[src/rtl/bcd_pkg.sv]
// Shared types and sizes for the 3-digit BCD to 10-bit binary converter.
package bcd_pkg;

    localparam int unsigned DIGITS = 3;
    localparam int unsigned BIN_W  = 10;
    localparam int unsigned BCD_W  = 12;
    localparam int unsigned ITERS  = 10;
    localparam int unsigned NIB_W  = 4;
    localparam int unsigned CNT_W  = 4;
    localparam int unsigned WORK_W = BCD_W + BIN_W;

    typedef enum logic [1:0] {
        IDLE  = 2'd0,
        CHECK = 2'd1,
        SHIFT = 2'd2,
        DONE  = 2'd3
    } state_e;

    // A BCD digit is only legal in the range 0..9.
    function automatic logic digit_invalid(input logic [NIB_W-1:0] d);
        return d > NIB_W'(9);
    endfunction

endpackage

[src/rtl/bcd_nibble_adj.sv]
// Reverse double-dabble correction for one BCD nibble: subtract 3 when >= 8.
module bcd_nibble_adj
    import bcd_pkg::*;
(
    input  logic [NIB_W-1:0] nib_i,
    output logic [NIB_W-1:0] nib_o
);

    // Undo the weight-10 carry that a right shift drags into the nibble.
    always_comb begin
        nib_o = nib_i;
        if (nib_i >= NIB_W'(8)) begin
            nib_o = nib_i - NIB_W'(3);
        end
    end

endmodule

[src/rtl/bcd_to_bin.sv]
// Sequential 3-digit BCD to binary converter (shift-right / subtract-3).
// Optional digit validity check and err flag: define BCD_TO_BIN_DIGIT_CHECK_EN.
module bcd_to_bin
    import bcd_pkg::*;
(
    input  logic             clk,
    input  logic             clear,
    input  logic             start,
    input  logic [NIB_W-1:0] bcd2,
    input  logic [NIB_W-1:0] bcd1,
    input  logic [NIB_W-1:0] bcd0,
    output logic [BIN_W-1:0] bin,
    output logic             busy,
    output logic             done,
    output logic             err
);

    state_e              state_q, state_d;
    logic [WORK_W-1:0]   work_q, work_d;
    logic [CNT_W-1:0]    cnt_q, cnt_d;
    logic [BIN_W-1:0]    bin_q, bin_d;
    logic                busy_q, busy_d;
    logic                done_q, done_d;
    logic                err_q, err_d;

    logic [WORK_W-1:0]   shifted_c;
    logic [BCD_W-1:0]    bcd_adj_c;
    logic [WORK_W-1:0]   work_step_c;
    logic                bad_digit_c;

    // One shift step of the work register, before the nibble correction.
    assign shifted_c = work_q >> 1;

    // Per-digit correction applied to the post-shift BCD field.
    for (genvar g = 0; g < DIGITS; g++) begin : g_adj
        bcd_nibble_adj u_adj (
            .nib_i (shifted_c[BIN_W + g*NIB_W +: NIB_W]),
            .nib_o (bcd_adj_c[g*NIB_W +: NIB_W])
        );
    end

    assign work_step_c = {bcd_adj_c, shifted_c[BIN_W-1:0]};

    // Flag any captured digit outside 0..9 (constant 0 when checking is off).
    always_comb begin
        bad_digit_c = 1'b0;
`ifdef BCD_TO_BIN_DIGIT_CHECK_EN
        for (int i = 0; i < DIGITS; i++) begin
            bad_digit_c = bad_digit_c | digit_invalid(work_q[BIN_W + i*NIB_W +: NIB_W]);
        end
`else
        bad_digit_c = 1'b0;
`endif
    end

    // Next-state and registered-output computation.
    always_comb begin
        state_d = state_q;
        work_d  = work_q;
        cnt_d   = cnt_q;
        bin_d   = bin_q;
        err_d   = err_q;
        done_d  = 1'b0;

        case (state_q)
            IDLE: begin
                if (start) begin
                    work_d  = {bcd2, bcd1, bcd0, BIN_W'(0)};
                    cnt_d   = '0;
                    state_d = CHECK;
                end
            end
            CHECK: begin
                cnt_d = '0;
                if (bad_digit_c) begin
                    bin_d   = '0;
                    err_d   = 1'b1;
                    done_d  = 1'b1;
                    state_d = DONE;
                end else begin
                    state_d = SHIFT;
                end
            end
            SHIFT: begin
                work_d = work_step_c;
                cnt_d  = cnt_q + CNT_W'(1);
                if (cnt_q == CNT_W'(ITERS - 1)) begin
                    cnt_d   = '0;
                    bin_d   = work_step_c[BIN_W-1:0];
                    err_d   = 1'b0;
                    done_d  = 1'b1;
                    state_d = DONE;
                end
            end
            DONE: begin
                state_d = IDLE;
            end
            default: begin
                state_d = IDLE;
            end
        endcase

        busy_d = (state_d != IDLE);
    end

    // State and output registers with synchronous active-low clear.
    always_ff @(posedge clk) begin
        if (!clear) begin
            state_q <= IDLE;
            work_q  <= '0;
            cnt_q   <= '0;
            bin_q   <= '0;
            busy_q  <= 1'b0;
            done_q  <= 1'b0;
            err_q   <= 1'b0;
        end else begin
            state_q <= state_d;
            work_q  <= work_d;
            cnt_q   <= cnt_d;
            bin_q   <= bin_d;
            busy_q  <= busy_d;
            done_q  <= done_d;
            err_q   <= err_d;
        end
    end

    assign bin  = bin_q;
    assign busy = busy_q;
    assign done = done_q;
    assign err  = err_q;

endmodule

[config.mk]
export PLATFORM = sky130hd
export DESIGN_NAME = bcd_to_bin
export DESIGN_NICKNAME = d
export VERILOG_FILES = /design/src/rtl/bcd_pkg.sv /design/src/rtl/bcd_nibble_adj.sv /design/src/rtl/bcd_to_bin.sv
export SDC_FILE = /design/constraint.sdc
export NUM_CORES = 1
export LEC_CHECK = 0
export CAP_MARGIN = 20
export CORE_UTILIZATION = 52
export CTS_CLUSTER_DIAMETER = 60
export DETAILED_ROUTE_END_ITERATION = 16
export PLACE_DENSITY_LB_ADDON = 0.12
export SETUP_SLACK_MARGIN = 0.3
export SKIP_CTS_REPAIR_TIMING = 1
export SLEW_MARGIN = 20
export SYNTH_ARGS = -nofsm -noshare
export SYNTH_HDL_FRONTEND = slang
export SYNTH_SLANG_ARGS = --single-unit
[constraint.sdc]
create_clock -name clk -period 2 [get_ports clk]
set_input_delay 0.4 -clock clk [delete_from_list [all_inputs] [get_ports clk]]
set_output_delay 0.4 -clock clk [all_outputs]
set_load 0.01 [all_outputs]
* Word-level counts from Yosys, hierarchy flattened
Cells that the tools add are included.
** Cells by class
- Add/sub/neg operators :: 4
- Order comparisons :: 3
- Eq/ne operators :: 5
- Muxes and demuxes :: 12
- Reductions and logical operators :: 8
** Operators with widths (number)
- $pmux W22 S2 :: 1
- $mux W22 :: 1
- $mux W4 :: 5
- $pmux W4 S3 :: 1
- $ge A4 B4 Y1 const B :: 2
- $pmux W2 S4 :: 1
- $reduce_and A2 Y1 :: 4
- $sub A4 B2 Y4 const B :: 2
- $add A4 B1 Y4 const B :: 1
- $eq A2 B2 Y1 const B :: 2
- $eq A4 B4 Y1 const B :: 1
- $ge A3 B4 Y1 const B :: 1
- $mux W2 :: 2
- $reduce_bool A2 Y1 :: 2
- $sub A3 B2 Y4 const B :: 1
- $reduce_bool A3 Y1 :: 1
- $eq A2 B1 Y1 const B :: 1
- $logic_not A2 Y1 :: 1
- $ne A2 B2 Y1 const B :: 1
- $mux W1 :: 1
** Word-level totals
- Flip-flop bits (word level) :: 40
- Input port bits :: 15
- Output and inout port bits :: 13
- Logic and storage cells :: 38

* Logic depth before layout (Yosys ltp)
- Depth in word-level cells :: 4
- Depth in mapped cells :: 7
- Mapped depth without buffers :: 6

* Hierarchy
A second synthesis with hierarchy kept.
** Unflattened totals
- Cell total of the unflattened synthesis :: 211
- Area, all modules :: 1911.8 um2
** By module, submodules not included
- bcd_to_bin :: instances 1, cells an instance 178, area an instance 1682.9 um2
- bcd_nibble_adj :: instances 3, cells an instance 11, area an instance 76.3 um2

* Worst setup path after synthesis
No wires, ideal clock.
- Path type :: flip-flop to flip-flop
- Start point :: reg state_q[0]
- End point :: reg work_q[13]
- Data arrival time :: 1.235 ns
- Setup slack :: 0.632 ns
- Stages on the path, launching flop included :: 7
- Period minus slack after synthesis :: 1.368 ns
- Path through :: dfxtp_1 inv_1 ha_1 buf_2 buf_2 o32ai_1 nor3_1
** On the way
- Longest elaborated chain between the ends :: 3
- Elaborated cells between the ends (all ways) :: 6
- Those cells by class :: eq/ne (2); mux (1); reduce/logical (3)
** Ends and longest elaborated chain
- from (decl) :: line bcd_to_bin.sv:18 : state_e state_q, state_d;
- from (signal assigned) :: line bcd_to_bin.sv:117 : state_q <= state_d;
- $eq A2 B2 Y1 or $logic_not A2 Y1 (tied branches) :: line bcd_to_bin.sv:65 : case (state_q)
- $reduce_bool A2 Y1 (no source line) or $ne A2 B2 Y1 (tied branches)
- $reduce_and A2 Y1 (no source line)
- to (signal assigned) :: line bcd_to_bin.sv:118 : work_q <= work_d;
- to (decl) :: line bcd_to_bin.sv:19 : logic [WORK_W-1:0] work_q, work_d;
Parallel ways exist; a longest one is shown, timed or not.
A chain may end at the register's enable or synchronous reset.

* Worst setup path in the final report
- Start point :: reg bin_q[3], in the netlist bin[3]
- End point :: out bin[3]
** RTL lines
- from (decl) :: line bcd_to_bin.sv:21 : logic [BIN_W-1:0] bin_q, bin_d;
- from (signal assigned) :: line bcd_to_bin.sv:120 : bin_q <= bin_d;
- to (decl) :: line bcd_to_bin.sv:12 : output logic [BIN_W-1:0] bin,
No word-level cell between the ends.

==> impl_metrics.prom <==
# TYPE chip_impl_metric gauge
chip_impl_metric{name="synth_edf_count",unit=""} 0
chip_impl_metric{name="initial_core_util",unit="%"} 55.88
chip_impl_metric{name="setup.reg_to_reg.worst_slack",unit="ps"} 430
chip_impl_metric{name="postRouteAntennaNets",unit=""} 0
chip_impl_metric{name="cts_made_buffers",unit=""} 5
chip_impl_metric{name="vias_in_the_first_global_route",unit=""} 1346
chip_impl_info{name="worst-setup-path-type",value="flip-flop to output port"} 1
chip_impl_metric{name="timing.critical_path.buf_inv",unit=""} 1
chip_impl_metric{name="io_buffers",unit=""} 26
chip_impl_metric{name="die_width",unit="um"} 59.98
chip_impl_info{name="timing.critical_path.max_delay_family",value="buffers and inverters"} 1
chip_impl_metric{name="dr.first_iter.drc_count",unit=""} 59
chip_impl_metric{name="synthesis.yosys.warnings",unit=""} 0
chip_impl_info{name="synth_area_leader_cell",value="sky130_fd_sc_hd__dfxtp_1"} 1
chip_impl_metric{name="timing.critical_path.depth",unit=""} 1
chip_impl_info{name="worstReg2RegStart",value="state_q[0]"} 1
chip_impl_metric{name="critPathMaxStageDelay",unit="ps"} 540
chip_impl_metric{name="post-synth-top-area-fraction",unit="%"} 44.67
chip_impl_metric{name="routabilityCongestion",unit=""} 0.8116
chip_impl_metric{name="worst_r2r_path_depth",unit=""} 6
chip_impl_metric{name="critical_path_fanouts_max",unit=""} 2
chip_impl_metric{name="powerDensity",unit="mW/mm^2"} 863.0
chip_impl_metric{name="detailedPlacementHpwl",unit="mm"} 2.547
chip_impl_metric{name="wire_per_inst",unit="um"} 13.08
chip_impl_metric{name="remaining_global_route_overflow",unit=""} 0
chip_impl_info{name="critical_path.startpoint_type",value="flip-flop"} 1
chip_impl_metric{name="cell_internal_pwr",unit="mW"} 1.292
chip_impl_metric{name="synthSimpleGateAreaFrac",unit="%"} 19.69
chip_impl_metric{name="post-route-drc-count",unit=""} 0
chip_impl_metric{name="synth.lib_cells_used.distinct",unit=""} 35
chip_impl_info{name="synth.top_cells.by_area",value="sky130_fd_sc_hd__dfxtp_1 (45%), sky130_fd_sc_hd__nand2_1 (7.1%), sky130_fd_sc_hd__ha_1 (6.4%)"} 1
chip_impl_info{name="crit_path_end_kind",value="output port"} 1
chip_impl_metric{name="portion_of_total_power_attributed_to_sequential_cells",unit="%"} 48.8
chip_impl_metric{name="skew",unit="ps"} 7.988
chip_impl_metric{name="power.clock.fraction",unit="%"} 28.6
chip_impl_info{name="outcome",value="completed"} 1
chip_impl_info{name="tritoncts",value="done"} 1
chip_impl_metric{name="synth_compound_area_share",unit="%"} 19.54
chip_impl_metric{name="die_area",unit="mm^2"} 0.003597
chip_impl_metric{name="fin_tns_setup",unit="ps"} 0
chip_impl_metric{name="final_layout_size_suffix_gt1_share",unit="%"} 9.091
chip_impl_metric{name="timing.fmax",unit="GHz"} 0.6095
chip_impl_metric{name="pin_count_of_the_biggest_net_entering_global_routing",unit=""} 31
chip_impl_metric{name="track_usage",unit="%"} 22.70
chip_impl_metric{name="antenna_found_initial",unit=""} 0
chip_impl_metric{name="boundaryPins",unit=""} 28
chip_impl_metric{name="grt_first_pass_wirelength",unit="mm"} 6.016
chip_impl_metric{name="height_of_the_die",unit="um"} 59.98
chip_impl_info{name="clk_root_buffer_cell",value="sky130_fd_sc_hd__clkbuf_4"} 1
chip_impl_info{name="final_common_cell",value="sky130_fd_sc_hd__dfxtp_1"} 1
chip_impl_metric{name="worst_ir_drop_vdd",unit="mV"} 0.6196
chip_impl_info{name="rsz_0062_raised_after_global_routing",value="yes"} 1
chip_impl_metric{name="max-clock-path-buffers",unit=""} 2
chip_impl_metric{name="post_synth_fa_ha_maj_area_fraction",unit="%"} 6.442
chip_impl_metric{name="synth.avg_cell_area",unit="um^2"} 8.568
chip_impl_metric{name="power.switching",unit="mW"} 0.5620
chip_impl_metric{name="finish.net_count",unit=""} 254
chip_impl_metric{name="clk_transition_reported_paths",unit="ps"} 120
chip_impl_info{name="r2r-end",value="work_q[14]"} 1
chip_impl_metric{name="yosys-mux-area-fraction",unit="%"} 1.718
chip_impl_metric{name="synth.yosys.seq_area_share",unit="%"} 44.67
chip_impl_info{name="worst_setup_ep",value="bin[3]"} 1
chip_impl_metric{name="clock_latency",unit="ps"} 350
chip_impl_metric{name="route.detailed.vias_per_inst",unit=""} 5.316
chip_impl_metric{name="finalCritPeriodShare",unit="%"} 82.04
chip_impl_metric{name="antenna-diode-count",unit=""} 0
chip_impl_metric{name="power.switching_fraction",unit="%"} 30.31
chip_impl_metric{name="synth.ff_latch_count",unit=""} 39
chip_impl_metric{name="total_core_area",unit="mm^2"} 0.003128
chip_impl_metric{name="finalCriticalPeriod",unit="ps"} 1641
chip_impl_info{name="timing.hold.worst.start",value="bin[7]"} 1
chip_impl_metric{name="clock_sinks",unit=""} 39
chip_impl_info{name="cp_cell_sequence",value="clkdlybuf4s50_1"} 1
chip_impl_metric{name="required",unit="ps"} 1600
chip_impl_metric{name="max-cap-violations",unit=""} 0
chip_impl_info{name="critical-path-slowest-cell",value="sky130_fd_sc_hd__clkdlybuf4s50_1"} 1
chip_impl_metric{name="routed_wirelength",unit="mm"} 3.597
chip_impl_info{name="synth_flop_cell",value="sky130_fd_sc_hd__dfxtp_1"} 1
chip_impl_metric{name="setup_violations",unit=""} 0
chip_impl_metric{name="finalMaxSlewViolations",unit=""} 0
chip_impl_metric{name="synthArstFlopShare",unit="%"} 0
chip_impl_info{name="synth_top_family_by_area",value="simple AND/OR/NAND/NOR gates"} 1
chip_impl_info{name="top_library_cells_by_usage_in_the_layout_fill_and_taps_aside",value="sky130_fd_sc_hd__dfxtp_1 (39), sky130_fd_sc_hd__nand2_1 (33), sky130_fd_sc_hd__clkdlybuf4s50_1 (21), sky130_fd_sc_hd__a21oi_1 (16), sky130_fd_sc_hd__nor2_1 (15)"} 1
chip_impl_metric{name="drtPass1Iterations",unit=""} 4
chip_impl_metric{name="power.combinational.fraction",unit="%"} 22.6
chip_impl_metric{name="timing.final.hold_violations",unit=""} 0
chip_impl_metric{name="p_total",unit="mW"} 1.854
chip_impl_metric{name="post_synth_instance_area",unit="mm^2"} 0.001748
chip_impl_metric{name="fillCellCount",unit=""} 268
chip_impl_metric{name="synthesis.instances",unit=""} 204
chip_impl_metric{name="area_growth_syn_to_layout",unit="%"} 22.91
chip_impl_info{name="worstHoldPathType",value="flip-flop to flip-flop"} 1
chip_impl_metric{name="power.leakage",unit="nW"} 0.8740
chip_impl_info{name="timing.critical_path.from",value="bin[3]"} 1
chip_impl_metric{name="routed-via-count",unit=""} 1462
chip_impl_metric{name="htreeDepth",unit=""} 2
chip_impl_metric{name="synthesis.nets",unit=""} 228
chip_impl_metric{name="synth_xor_area_share",unit="%"} 2.004
chip_impl_metric{name="num_rows",unit=""} 20
chip_impl_metric{name="timing.critical_path.arrival",unit="ps"} 1240
[kinds of logic after synthesis]
kind of cell	after synthesis
adders and majority gates	9
other	1
xor gates and xnor gates	4
DFF	39
and+or+nand+nor	73
muxes	3
buffers and inverters	21
AOI/OAI and AO/OA	54
[stage by stage]
| stage | worst slack, ps | hold slack, ps | utilization [%] | cell area, um^2 | instances |
|---|---|---|---|---|---|
| 6_report | 359.2 | 461.4 | 68.68 | 2148 | 275 |
| 5_1_grt | 289.7 | 491.4 | 68.68 | 2148 | 275 |
| 4_1_cts | 298.4 | 468.8 | 67.76 | 2120 | 275 |
| 3_5_place_dp | 166.1 | 448.7 | 65.16 | 2038 | 267 |
| 3_3_place_gp | 245.4 | 442.0 | 65.16 | 2038 | 267 |
| 2_1_floorplan | 632.0 | 431.6 | - | 1748 | 204 |
[cells in the mapped netlist, types with 3 or more instances]
cell type                  count
sky130_fd_sc_hd__o211ai_1      3
sky130_fd_sc_hd__a22oi_1       9
sky130_fd_sc_hd__mux2i_1       3
sky130_fd_sc_hd__nand3_1       5
sky130_fd_sc_hd__nor2b_1       3
sky130_fd_sc_hd__clkbuf_1      3
sky130_fd_sc_hd__inv_1         8
sky130_fd_sc_hd__a21oi_1      16
sky130_fd_sc_hd__and2_1        4
sky130_fd_sc_hd__nor2_1       15
sky130_fd_sc_hd__nand2_1      33
sky130_fd_sc_hd__ha_1          9
sky130_fd_sc_hd__buf_2         8
sky130_fd_sc_hd__dfxtp_1      39
sky130_fd_sc_hd__a211oi_1      3
sky130_fd_sc_hd__xnor2_1       4
sky130_fd_sc_hd__o21ai_0      13
[how the worst min path moves through the flow]
| stage | to | slack [ps] | cells after the start |
|---|---|---|---|
| after CTS | bin[7] | 470 | 2 |
| after global placement | bin[8] | 440 | 2 |
| after global routing | bin[3] | 490 | 2 |
| after floorplan | work_q[21] | 430 | 2 |
| final | bin[7] | 460 | 2 |
| after detailed placement | bin[9] | 450 | 2 |
[layer usage]
| metal | vias to the layer above | share of wire (%) | GRT usage, % |
|---|---|---|---|
| met2 | 40 | 48 | 37.94 |
| met3 | 5 | 4.1 | 6.710 |
| li1 | 748 | - | - |
| met4 | 0 | 1.4 | 7.973 |
| met1 | 669 | 46 | 27.63 |
| met5 | - | 0 | 0 |
[state kept, by name (all words and copies together), names as in the netlist]
register,count
bin,10
busy,1
cnt_q,4
done,1
state_q,2
work_q,21
[power groups by stage]
stage               clock, mW  combinational [mW]  sequential, mW
floorplan                   0               0.315           0.904
global placement            0               0.385           0.913
detailed placement          0               0.405           0.920
CTS                     0.550               0.406           0.904
global route            0.578               0.469           0.912
finish                  0.530               0.420           0.904
[layout make-up]
| class | count | area (um^2) | area share [%] |
|---|---|---|---|
| clock inverters | 3 | 43.79 | 2.038 |
| repair buffers | 32 | 321.6 | 14.97 |
| flip-flops and latches | 39 | 780.7 | 36.34 |
| well taps | 44 | 55.05 | 2.563 |
| multi-input cells | 144 | 879.6 | 40.94 |
| clock buffers | 5 | 37.54 | 1.747 |
| inverters | 8 | 30.03 | 1.398 |
No activity file was read; power rests on OpenSTA's default activity.
